## src/rtl/dmem_arbiter.sv

```systemverilog
// dmem_arbiter -- two-port arbiter in front of a single-ported DATA_MEMORY.
//
// Port A is the pipeline MEM stage and port B is the loader/DMA port.
// Grants are combinational. The granted port's address and write data are
// steered onto the memory bus in the same cycle. The response (read data,
// fault flag and a one-cycle RVALID pulse) comes back exactly one cycle later.
//
// Build option: define DMEM_ARB_FAIRNESS_EN to add a starvation counter for
// port B. When it is undefined, A has strict priority and STARVE_LIMIT has no
// effect.
//
// Ports
//   CLK, RESET_N             clock (rising edge), asynchronous active-low reset
//   A_REQ/A_WE/A_ADDR/A_WDATA     port A request, write enable, address, data
//   B_REQ/B_WE/B_ADDR/B_WDATA     port B request, write enable, address, data
//   A_GNT/B_GNT              combinational grant
//   A_RVALID/B_RVALID        one-cycle response pulse
//   A_RDATA/B_RDATA          registered read data (0 for writes)
//   A_FAULT/B_FAULT          registered segmentation fault of the response
//   MEM_ADDRESS, MEM_WRITE_DATA, MEM_MemRead, MEM_MemWrite  to DATA_MEMORY
//   MEM_READ_DATA, MEM_SEGFAULT                            from DATA_MEMORY
//   FAULT_STICKY             set by any faulting access, cleared by reset only
`timescale 1ns/1ps
module dmem_arbiter #(
  parameter int STARVE_LIMIT = 4,
  parameter int ADDR_W       = 32
) (
  input  logic              CLK,
  input  logic              RESET_N,
  input  logic              A_REQ,
  input  logic              A_WE,
  input  logic [ADDR_W-1:0] A_ADDR,
  input  logic [31:0]       A_WDATA,
  input  logic              B_REQ,
  input  logic              B_WE,
  input  logic [ADDR_W-1:0] B_ADDR,
  input  logic [31:0]       B_WDATA,
  output logic              A_GNT,
  output logic              B_GNT,
  output logic              A_RVALID,
  output logic              B_RVALID,
  output logic [31:0]       A_RDATA,
  output logic [31:0]       B_RDATA,
  output logic              A_FAULT,
  output logic              B_FAULT,
  output logic [ADDR_W-1:0] MEM_ADDRESS,
  output logic [31:0]       MEM_WRITE_DATA,
  output logic              MEM_MemRead,
  output logic              MEM_MemWrite,
  input  logic [31:0]       MEM_READ_DATA,
  input  logic              MEM_SEGFAULT,
  output logic              FAULT_STICKY
);

  typedef enum logic [1:0] {
    IDLE   = 2'd0,
    RESP_A = 2'd1,
    RESP_B = 2'd2
  } resp_state_e;

  resp_state_e state_q, state_d;

  logic        a_gnt, b_gnt;
  logic        force_b;
  logic [31:0] a_rdata_q, b_rdata_q;
  logic        a_fault_q, b_fault_q;
  logic        sticky_q;

`ifdef DMEM_ARB_FAIRNESS_EN
  // The counter is at least 3 bits wide, and wider if needed to reach STARVE_LIMIT.
  localparam int CNT_W = (STARVE_LIMIT < 8) ? 3 : $clog2(STARVE_LIMIT + 1);
  logic [CNT_W-1:0] starve_cnt_q, starve_cnt_d;

  // B has been refused STARVE_LIMIT cycles in a row. It wins this cycle even over A.
  assign force_b = B_REQ && (starve_cnt_q == CNT_W'(STARVE_LIMIT));

  always_comb begin
    starve_cnt_d = '0;
    if (B_REQ && !b_gnt) starve_cnt_d = starve_cnt_q + 1'b1;
  end

  always_ff @(posedge CLK or negedge RESET_N) begin
    if (!RESET_N) starve_cnt_q <= '0;
    else          starve_cnt_q <= starve_cnt_d;
  end
`else
  // Strict A priority. The limit is deliberately ignored in this build.
  logic unused_starve_limit;
  assign unused_starve_limit = (STARVE_LIMIT != 0);
  assign force_b = 1'b0;
`endif

  // Gating the grants with RESET_N also kills the memory strobes
  // asynchronously while reset is held.
  assign a_gnt = RESET_N && A_REQ && !force_b;
  assign b_gnt = RESET_N && B_REQ && (!A_REQ || force_b);
  assign A_GNT = a_gnt;
  assign B_GNT = b_gnt;

  // Memory bus mux. The bus is all-zero when no port holds a grant.
  always_comb begin
    MEM_ADDRESS    = '0;
    MEM_WRITE_DATA = '0;
    MEM_MemRead    = 1'b0;
    MEM_MemWrite   = 1'b0;
    if (a_gnt) begin
      MEM_ADDRESS    = A_ADDR;
      MEM_WRITE_DATA = A_WDATA;
      MEM_MemRead    = !A_WE;
      MEM_MemWrite   = A_WE;
    end else if (b_gnt) begin
      MEM_ADDRESS    = B_ADDR;
      MEM_WRITE_DATA = B_WDATA;
      MEM_MemRead    = !B_WE;
      MEM_MemWrite   = B_WE;
    end
  end

  // Response FSM. Any state may go to any state, so grants can run back to back.
  always_comb begin
    state_d  = IDLE;
    A_RVALID = 1'b0;
    B_RVALID = 1'b0;
    if (a_gnt)      state_d = RESP_A;
    else if (b_gnt) state_d = RESP_B;
    case (state_q)
      RESP_A:  A_RVALID = 1'b1;
      RESP_B:  B_RVALID = 1'b1;
      default: ;
    endcase
  end

  // Capture the response at the edge that ends the grant. Data and fault
  // belong to the port that was granted. The other port keeps its old values.
  always_ff @(posedge CLK or negedge RESET_N) begin
    if (!RESET_N) begin
      state_q   <= IDLE;
      a_rdata_q <= '0;
      b_rdata_q <= '0;
      a_fault_q <= 1'b0;
      b_fault_q <= 1'b0;
      sticky_q  <= 1'b0;
    end else begin
      state_q <= state_d;
      if (a_gnt) begin
        a_rdata_q <= A_WE ? 32'h0 : MEM_READ_DATA;
        a_fault_q <= MEM_SEGFAULT;
      end
      if (b_gnt) begin
        b_rdata_q <= B_WE ? 32'h0 : MEM_READ_DATA;
        b_fault_q <= MEM_SEGFAULT;
      end
      if ((a_gnt || b_gnt) && MEM_SEGFAULT) sticky_q <= 1'b1;
    end
  end

  assign A_RDATA      = a_rdata_q;
  assign B_RDATA      = b_rdata_q;
  assign A_FAULT      = a_fault_q;
  assign B_FAULT      = b_fault_q;
  assign FAULT_STICKY = sticky_q;

endmodule
```

## config.mk

```make
export PLATFORM = sky130hd
export DESIGN_NAME = dmem_arbiter
export DESIGN_NICKNAME = d
export VERILOG_FILES = /design/src/rtl/dmem_arbiter.sv
export SDC_FILE = /design/constraint.sdc
export NUM_CORES = 1
export LEC_CHECK = 0
export BUFFER_PORTS_ARGS = -buffer_cell sky130_fd_sc_hd__buf_2
export CORE_AREA = 2 2 118 120
export CTS_CLUSTER_DIAMETER = 60
export CTS_CLUSTER_SIZE = 40
export DETAILED_ROUTE_END_ITERATION = 12
export DIE_AREA = 0 0 120 122
export PLACE_DENSITY = 0.78
export RECOVER_POWER = 25
export SLEW_MARGIN = 40
export SYNTH_ARGS = -nofsm -noshare
export SYNTH_HDL_FRONTEND = slang
export SYNTH_SLANG_ARGS = --single-unit
```

## constraint.sdc

```tcl
create_clock -name CLK -period 1 [get_ports CLK]
set_input_delay 0.15 -clock CLK [delete_from_list [all_inputs] [get_ports CLK]]
set_output_delay 0.15 -clock CLK [all_outputs]
set_load 0.02 [all_outputs]
```

==> metrics.md, run 1 <==
| Metric | Value |
|---|---|
| Tot Pwr | `roughly 11 mW` |
| Final Util | `0.692` |
| Final Cycle Share | `1.14` |
| Vias | `5013` |
| Core area | `between 0.01 and 0.015 mm²` |
| First-pass DRT Iterations | `5` |
| Crit path DAT | `0.99 ns` |
| Setup WS pre-CTS | `-0.301 ns` |
| Synth Area in Compound Gates | `0.111` |
| R2r endpoint | `B_RDATA[28]` |
| R2R Setup Slk | `around 0.03 ns` |
| Max Cap Viol | `0` |
| Final ANT Viol Nets | `0` |
| Routed wire per std cell | `approximately 19 µm` |
| Max_slew headroom | `0.521` |
| Row count | `between 40 and 50` |
| Post-Synthesis Cells | `448` |
| Max FO, Critical Path | `2` |
| Yosys cell types | `21` |
| Detailed-route DRC error count | `0` |
| Iteration-0 DRC Markers | `303` |
| Total wire length | `19700 µm` |
| Setup Viol. Count Final | `118` |
| Global route overflow | `0` |
| Reg clk slew, reported paths | `approximately 0.06 ns` |
| Tmin final | `between 1 and 1.5 ns` |
| RSZ-0062 raised after global routing | `true` |
| CP Cell Sequence | `nor2b_1, buf_2` |
| I/O pin count | `slightly above 300` |
| Worst Setup Slack, final | `-0.138 ns` |
| CTS tree | `built` |
| Critical path data required time | `between 0.8 and 0.9 ns` |
| Mapped Area | `0.00452 mm²` |
| Violated checks | `negative setup slack` |
| CTS root buf | `clkbuf_16` |
| Crit path buf inv count | `1` |
| Hold WS | `0.104 ns` |
| Worst-Skew Late Latency | `0.33 ns` |
| Slowest-stage cell, CP | `dfrtp_1` |
| Layout cells sized above 1 | `0.680` |
| Die Height | `between 100 and 150 µm` |
| Yosys reg bits | `69` |
| Total CTS buffers | `9` |
| Final Hold Fails | `0` |
| Worst min-delay path class | `in2async` |
| Worst Setup End Kind | `output pin` |
| Seq/Total Area, Yosys | `0.382` |
| Die W | `about 120 µm` |
| Slew Viols, Final | `0` |
| I/O Buffers | `303` |
| Final RePlAce weighted congestion | `0.786` |
| Synth Area in Adders | `0` |
| Synth Warn # | `0` |
| Tot GR Track Use | `0.254` |
| Area after DPL | `0.00704 mm²` |
| CTS max path bufs | `2` |
| Initial Util | `0.335` |
| Clock sinks | `69` |
| Synth Area in Simple Gates | `0.263` |
| Critical Path Start Type | `flop` |
| Pwr dens | `1210 mW/mm²` |
| Worst r2r src | `B_RDATA[28]` |
| Max Fclk | `879 MHz` |
| Peak supply drop | `0.805 mV` |
| Full die area | `around 0.015 mm²` |
| Final Cell Area | `0.00935 mm²` |
| Outcome | `complete, but fails checks` |
| Worst Clk Skew | `0 ns` |
| Largest family of logic cells by synthesized area | `simple AND/OR/NAND/NOR gates` |
| Synth Area in XOR/XNOR | `0` |
| Pin count of the biggest net entering global routing | `33` |
| Drt via density | `4.92` |
| Vias in the first global route | `around 5400` |
| Layout area overhead | `107%` |
| Worst path top cell family by delay | `flip-flops` |
| H-tree lvl count | `3` |
| Post-synthesis mux area share | `0.189` |
| R2R cell count | `2` |
| Worst Setup Path Type | `reg2out` |
| Leak | `4.58 nW` |
| Mapped Avg Cell Area | `~10 µm²` |
| Synth Net Count | `615` |
| Nets@finish | `1001` |
| First-pass GRT wire length | `28900 µm` |
| Slowest stage delay, CP | `0.38 ns` |
| Antenna violations before repair | `1` |
| DP Wirelength | `11500 µm` |
| Worst slew pin tran | `~0.72 ns` |
## logic make-up (layout without fill, tap and decap cells)
group                  after synthesis  in the layout
other                                0              1
AOI/OAI and AO/OA                   67             67
DFF                                 69             69
muxes                               66             66
buffers and inverters               44            434
and+or+nand+nor                    202            202
## layout make-up
cell class | count | area [µm²]
fillers | 925 | 4150
repair buffers | 418 | 3970
multi-input cells | 335 | 3130
flip-flops and latches | 69 | 1730
clock buffers | 9 | 225
well taps | 180 | 225
clock inverters | 6 | 65.1
inverters | 1 | 3.75
diodes | 1 | 2.50
## per-layer routing
| layer | wire length (µm) | GRT usage |
|---|---|---|
| met5 | 0 | 0 |
| met1 | 7770 | 0.303 |
| met2 | 10300 | 0.455 |
| met4 | 456 | 0.0912 |
| met3 | 1130 | 0.0487 |
## placed cells by master (no fill, tap or decap), types with 2 or more instances in the layout
cell type	instances
clkinv_2	2
buf_4	65
nor2b_1	65
mux2_4	29
clkinv_4	2
clkbuf_4	2
buf_12	15
dfrtp_1	69
nand2_1	59
a21boi_2	24
buf_16	20
clkbuf_16	15
nand3b_1	65
buf_6	139
nand2_2	6
and2b_1	2
mux2_2	37
buf_2	165
a21boi_4	41
dlygate4sd3_1	2
## where the power goes
group          internal [mW]  switching (mW)
logic                   2.71            2.00
registers               3.17           0.300
clock network           1.91            1.21
total                   7.80            3.50
## Yosys cell counts (all sizes together)
cell    count  area, µm²
buf        19        154
o21a        1       7.51
clkbuf     24       91.3
and2b       2       15.0
inv         1       3.75
dfrtp      69       1730
nor3b       1       7.51
a21boi     65        488
nand2      66        248
nand3b     65        488
o211ai      1       7.51
and3b       2       17.5
mux2       66        852
nand2b      1       6.26
nor2b      65        407
## worst reg2reg max path, delay by kind of cell (launching register included)
kind	cells	cell delay (ns)
mux	1	0.27
flops	1	0.42
buf+inv	1	0.15
## sequential cells by signal, summed over array words and instances, names as in the netlist
register / cells
A_FAULT: 1
state_q: 2
B_FAULT: 1
A_RDATA: 32
B_RDATA: 32
FAULT_STICKY: 1
## metrics by stage
stage / std cells / TNS (ns)
after floorplan: 448 / -7.88
after global placement: 928 / -29.30
after detailed placement: 928 / -30.45
after CTS: 1001 / -5.66
after global routing: 1019 / -9.66
final: 1019 / -5.88
## worst max path at each step
stage | start | slack [ns] | to | cells past startpoint
6_report | state_q[1] | -0.14 | B_RVALID | 2
5_1_grt | state_q[1] | -0.19 | B_RVALID | 2
4_1_cts | B_REQ | -0.13 | MEM_MemRead | 6
3_5_place_dp | RESET_N | -0.30 | B_RDATA[1] | 4
3_3_place_gp | RESET_N | -0.29 | B_RDATA[1] | 4
2_1_floorplan | A_REQ | -0.17 | B_RDATA[10] | 5
## timing repair
action / in CTS / in global routing
pin swaps: 73 / 31
hold endpoints to repair: 8 / 0
hold buffers: 2 / 0
gates resized for setup: 299 / 23
gates cloned: 19 / 6
endpoints found under the setup margin: 137 / 136
setup buffers: 37 / 11
Note: power is estimated with default switching activity, not from simulation.
==> inputs of run 2 (changes only) <==
--- a/config.mk
+++ b/config.mk
@@ -6,12 +6,14 @@
 export NUM_CORES = 1
 export LEC_CHECK = 0
 export BUFFER_PORTS_ARGS = -buffer_cell sky130_fd_sc_hd__buf_2
-export CORE_AREA = 2 2 118 120
+export CORE_ASPECT_RATIO = 0.9
+export CORE_MARGIN = 4
+export CORE_UTILIZATION = 39
+export CTS_BUF_LIST = sky130_fd_sc_hd__clkbuf_2 sky130_fd_sc_hd__clkbuf_4 sky130_fd_sc_hd__clkbuf_8
 export CTS_CLUSTER_DIAMETER = 60
 export CTS_CLUSTER_SIZE = 40
 export DETAILED_ROUTE_END_ITERATION = 12
-export DIE_AREA = 0 0 120 122
-export PLACE_DENSITY = 0.78
+export PLACE_DENSITY = 0.87
 export RECOVER_POWER = 25
 export SLEW_MARGIN = 40
 export SYNTH_ARGS = -nofsm -noshare
==> metrics.md, run 2 (synthesis gave the netlist of run 1 again) <==
| Metric | Value |
|---|---|
| Detailed-route DRC error count | `0` |
| CTS max path bufs | `2` |
| Total wire length | `21200 µm` |
| Critical Path Start Type | `input port` |
| RSZ-0062 raised after global routing | `true` |
| Max_slew headroom | `0.517` |
| Hold wc startpoint | `MEM_SEGFAULT` |
| H-tree lvl count | `3` |
| CTS tree | `built` |
| Full die area | `0.0134 mm²` |
| Layout cells sized above 1 | `0.686` |
| Worst slew pin tran | `0.725 ns` |
| Final Util | `0.782` |
| Commonest cells after routing, fill and taps aside | `164 x buf_2, 133 x buf_6, 69 x dfrtp_1` |
| Violated checks | `negative setup slack` |
| WHS Path Cells | `2` |
| DP Cell Count | `889` |
| Final Hold Fails | `0` |
| Leak | `4.38 nW` |
| Worst Setup Path Type | `in2reg` |
| Row count | `37` |
| R2R cell count | `3` |
| Pwr dens | `1160 mW/mm²` |
| Initial Util | `0.397` |
| Global route overflow | `0` |
| Setup Viol. Count Final | `160` |
| Critical path data required time | `1.24 ns` |
| Commonest non-fill, non-tap cell in the layout | `buf_2` |
| Reg clk slew, reported paths | `~0.08 ns` |
| Final Cell Area | `0.00891 mm²` |
| Vias in the first global route | `5443` |
| Worst min-delay path class | `in2reg` |
| Pin count of the biggest net entering global routing | `58` |
| Tmin final | `1.21 ns` |
| Final ANT Viol Nets | `0` |
| First-pass DRT Iterations | `5` |
| Max Fclk | `824 MHz` |
| R2R Setup Slk | `-0.05 ns` |
| Final Cycle Share | `1.21` |
| Max Cap Viol | `0` |
| Worst r2r src | `B_RDATA[5]` |
| Routed wire per std cell | `21.6 µm` |
| DP Wirelength | `11900 µm` |
| Peak supply drop | `0.737 mV` |
| Die W | `121 µm` |
| Die Height | `about 110 µm` |
| R2r endpoint | `B_RDATA[5]` |
| Iteration-0 DRC Markers | `389` |
| Worst-Skew Late Latency | `between 0.3 and 0.4 ns` |
| Slew Viols, Final | `0` |
| Outcome | `complete, but fails checks` |
| Antenna violations before repair | `0` |
| Non-filler cells, final | `980` |
| Crit path DAT | `approximately 1.5 ns` |
| Core area | `0.0114 mm²` |
| Worst Setup End Kind | `flop` |
| Max FO, Critical Path | `23` |
| I/O pin count | `304` |
| Area after DPL | `between 0.006 and 0.007 mm²` |
| Total CTS buffers | `9` |
| Final RePlAce weighted congestion | `0.941` |
| CTS root buf | `clkbuf_8` |
| Worst Clk Skew | `0 ns` |
| # diodes | `0` |
| Hold Path Sink | `A_FAULT` |
| Worst Setup Slack, final | `-0.213 ns` |
| Layout area overhead | `97.1%` |
| First-pass GRT wire length | `30500 µm` |
| Drt via density | `between 5 and 6` |
| Clock sinks | `69` |
| Nets@finish | `986` |
| Tot GR Track Use | `0.298` |
| Vias | `slightly above 5000` |
| I/O Buffers | `303` |
[run 2: cell count changes in the layout (fill, tap and decap cells not counted), sizes merged]
cell,before,now
buf,405,396
clkinv,4,6
bufbuf,1,0
dlygate4sd3,2,0
bufinv,1,0
clkinvlp,1,0
diode,1,0
clkbuf,19,16
inv,1,2
[run 2: repair_timing]
action,CTS,global route
pin swaps,61,1
cloned,19,2
buffers inserted,31,22
hold buffers,1,0
gates resized for setup,318,15
setup endpoints to repair,137,148
endpoints found under the hold margin,12,0
[run 2: stage by stage]
stage	worst slack, ns	hold WS, ns	TNS [ns]	power (mW)
global placement	-0.266	0.197	-33.84	6.50
detailed placement	-0.282	0.190	-35.74	6.57
floorplan	-0.167	-0.146	-7.88	5.36
CTS	-0.179	0.0766	-6.41	9.93
finish	-0.213	0.0937	-10.90	10.3
global route	-0.261	0.0710	-16.02	10.7
[run 2: area by class of cell]
type,instances,area (µm²)
well taps,156,195
inverters,1,3.75
repair buffers,403,3660
fillers,641,2480
clock inverters,7,50.0
clock buffers,9,124
flip-flops and latches,69,1730
multi-input cells,335,3140
[run 2: critical path, stage by stage]
cell	delay (ns)
buf_16	0.13
buf_6	0.12
and3b_2	0.25
clkbuf_4	0.44
mux2_4	0.36
[run 2: where the power goes]
| group | switching (mW) | leakage, nW | internal (mW) |
|---|---|---|---|
| combinational | 2.05 | 3.40 | 2.65 |
| clock | 1.21 | 0.0933 | 0.909 |
| sequential | 0.311 | 0.886 | 3.16 |
| total | 3.57 | 4.38 | 6.73 |
[run 2: layer usage]
layer / vias to the layer above / global-route usage / wire length (µm)
li1: 2273 / - / -
met2: 236 / 0.537 / 11100
met1: 2482 / 0.352 / 7970
met5: - / 0 / 0
met3: 53 / 0.0694 / 1390
met4: 0 / 0.102 / 753
[run 2: worst max path at each step]
| stage | from | to | slack (ns) | cells after the start |
|---|---|---|---|---|
| after floorplan | A_REQ | B_RDATA[10] | -0.17 | 5 |
| after global placement | A_REQ | B_RDATA[8] | -0.27 | 4 |
| after detailed placement | A_REQ | B_RDATA[15] | -0.28 | 4 |
| after CTS | state_q[0] | B_RVALID | -0.18 | 2 |
| after global routing | state_q[1] | B_RVALID | -0.26 | 2 |
| final | A_REQ | B_RDATA[8] | -0.21 | 5 |
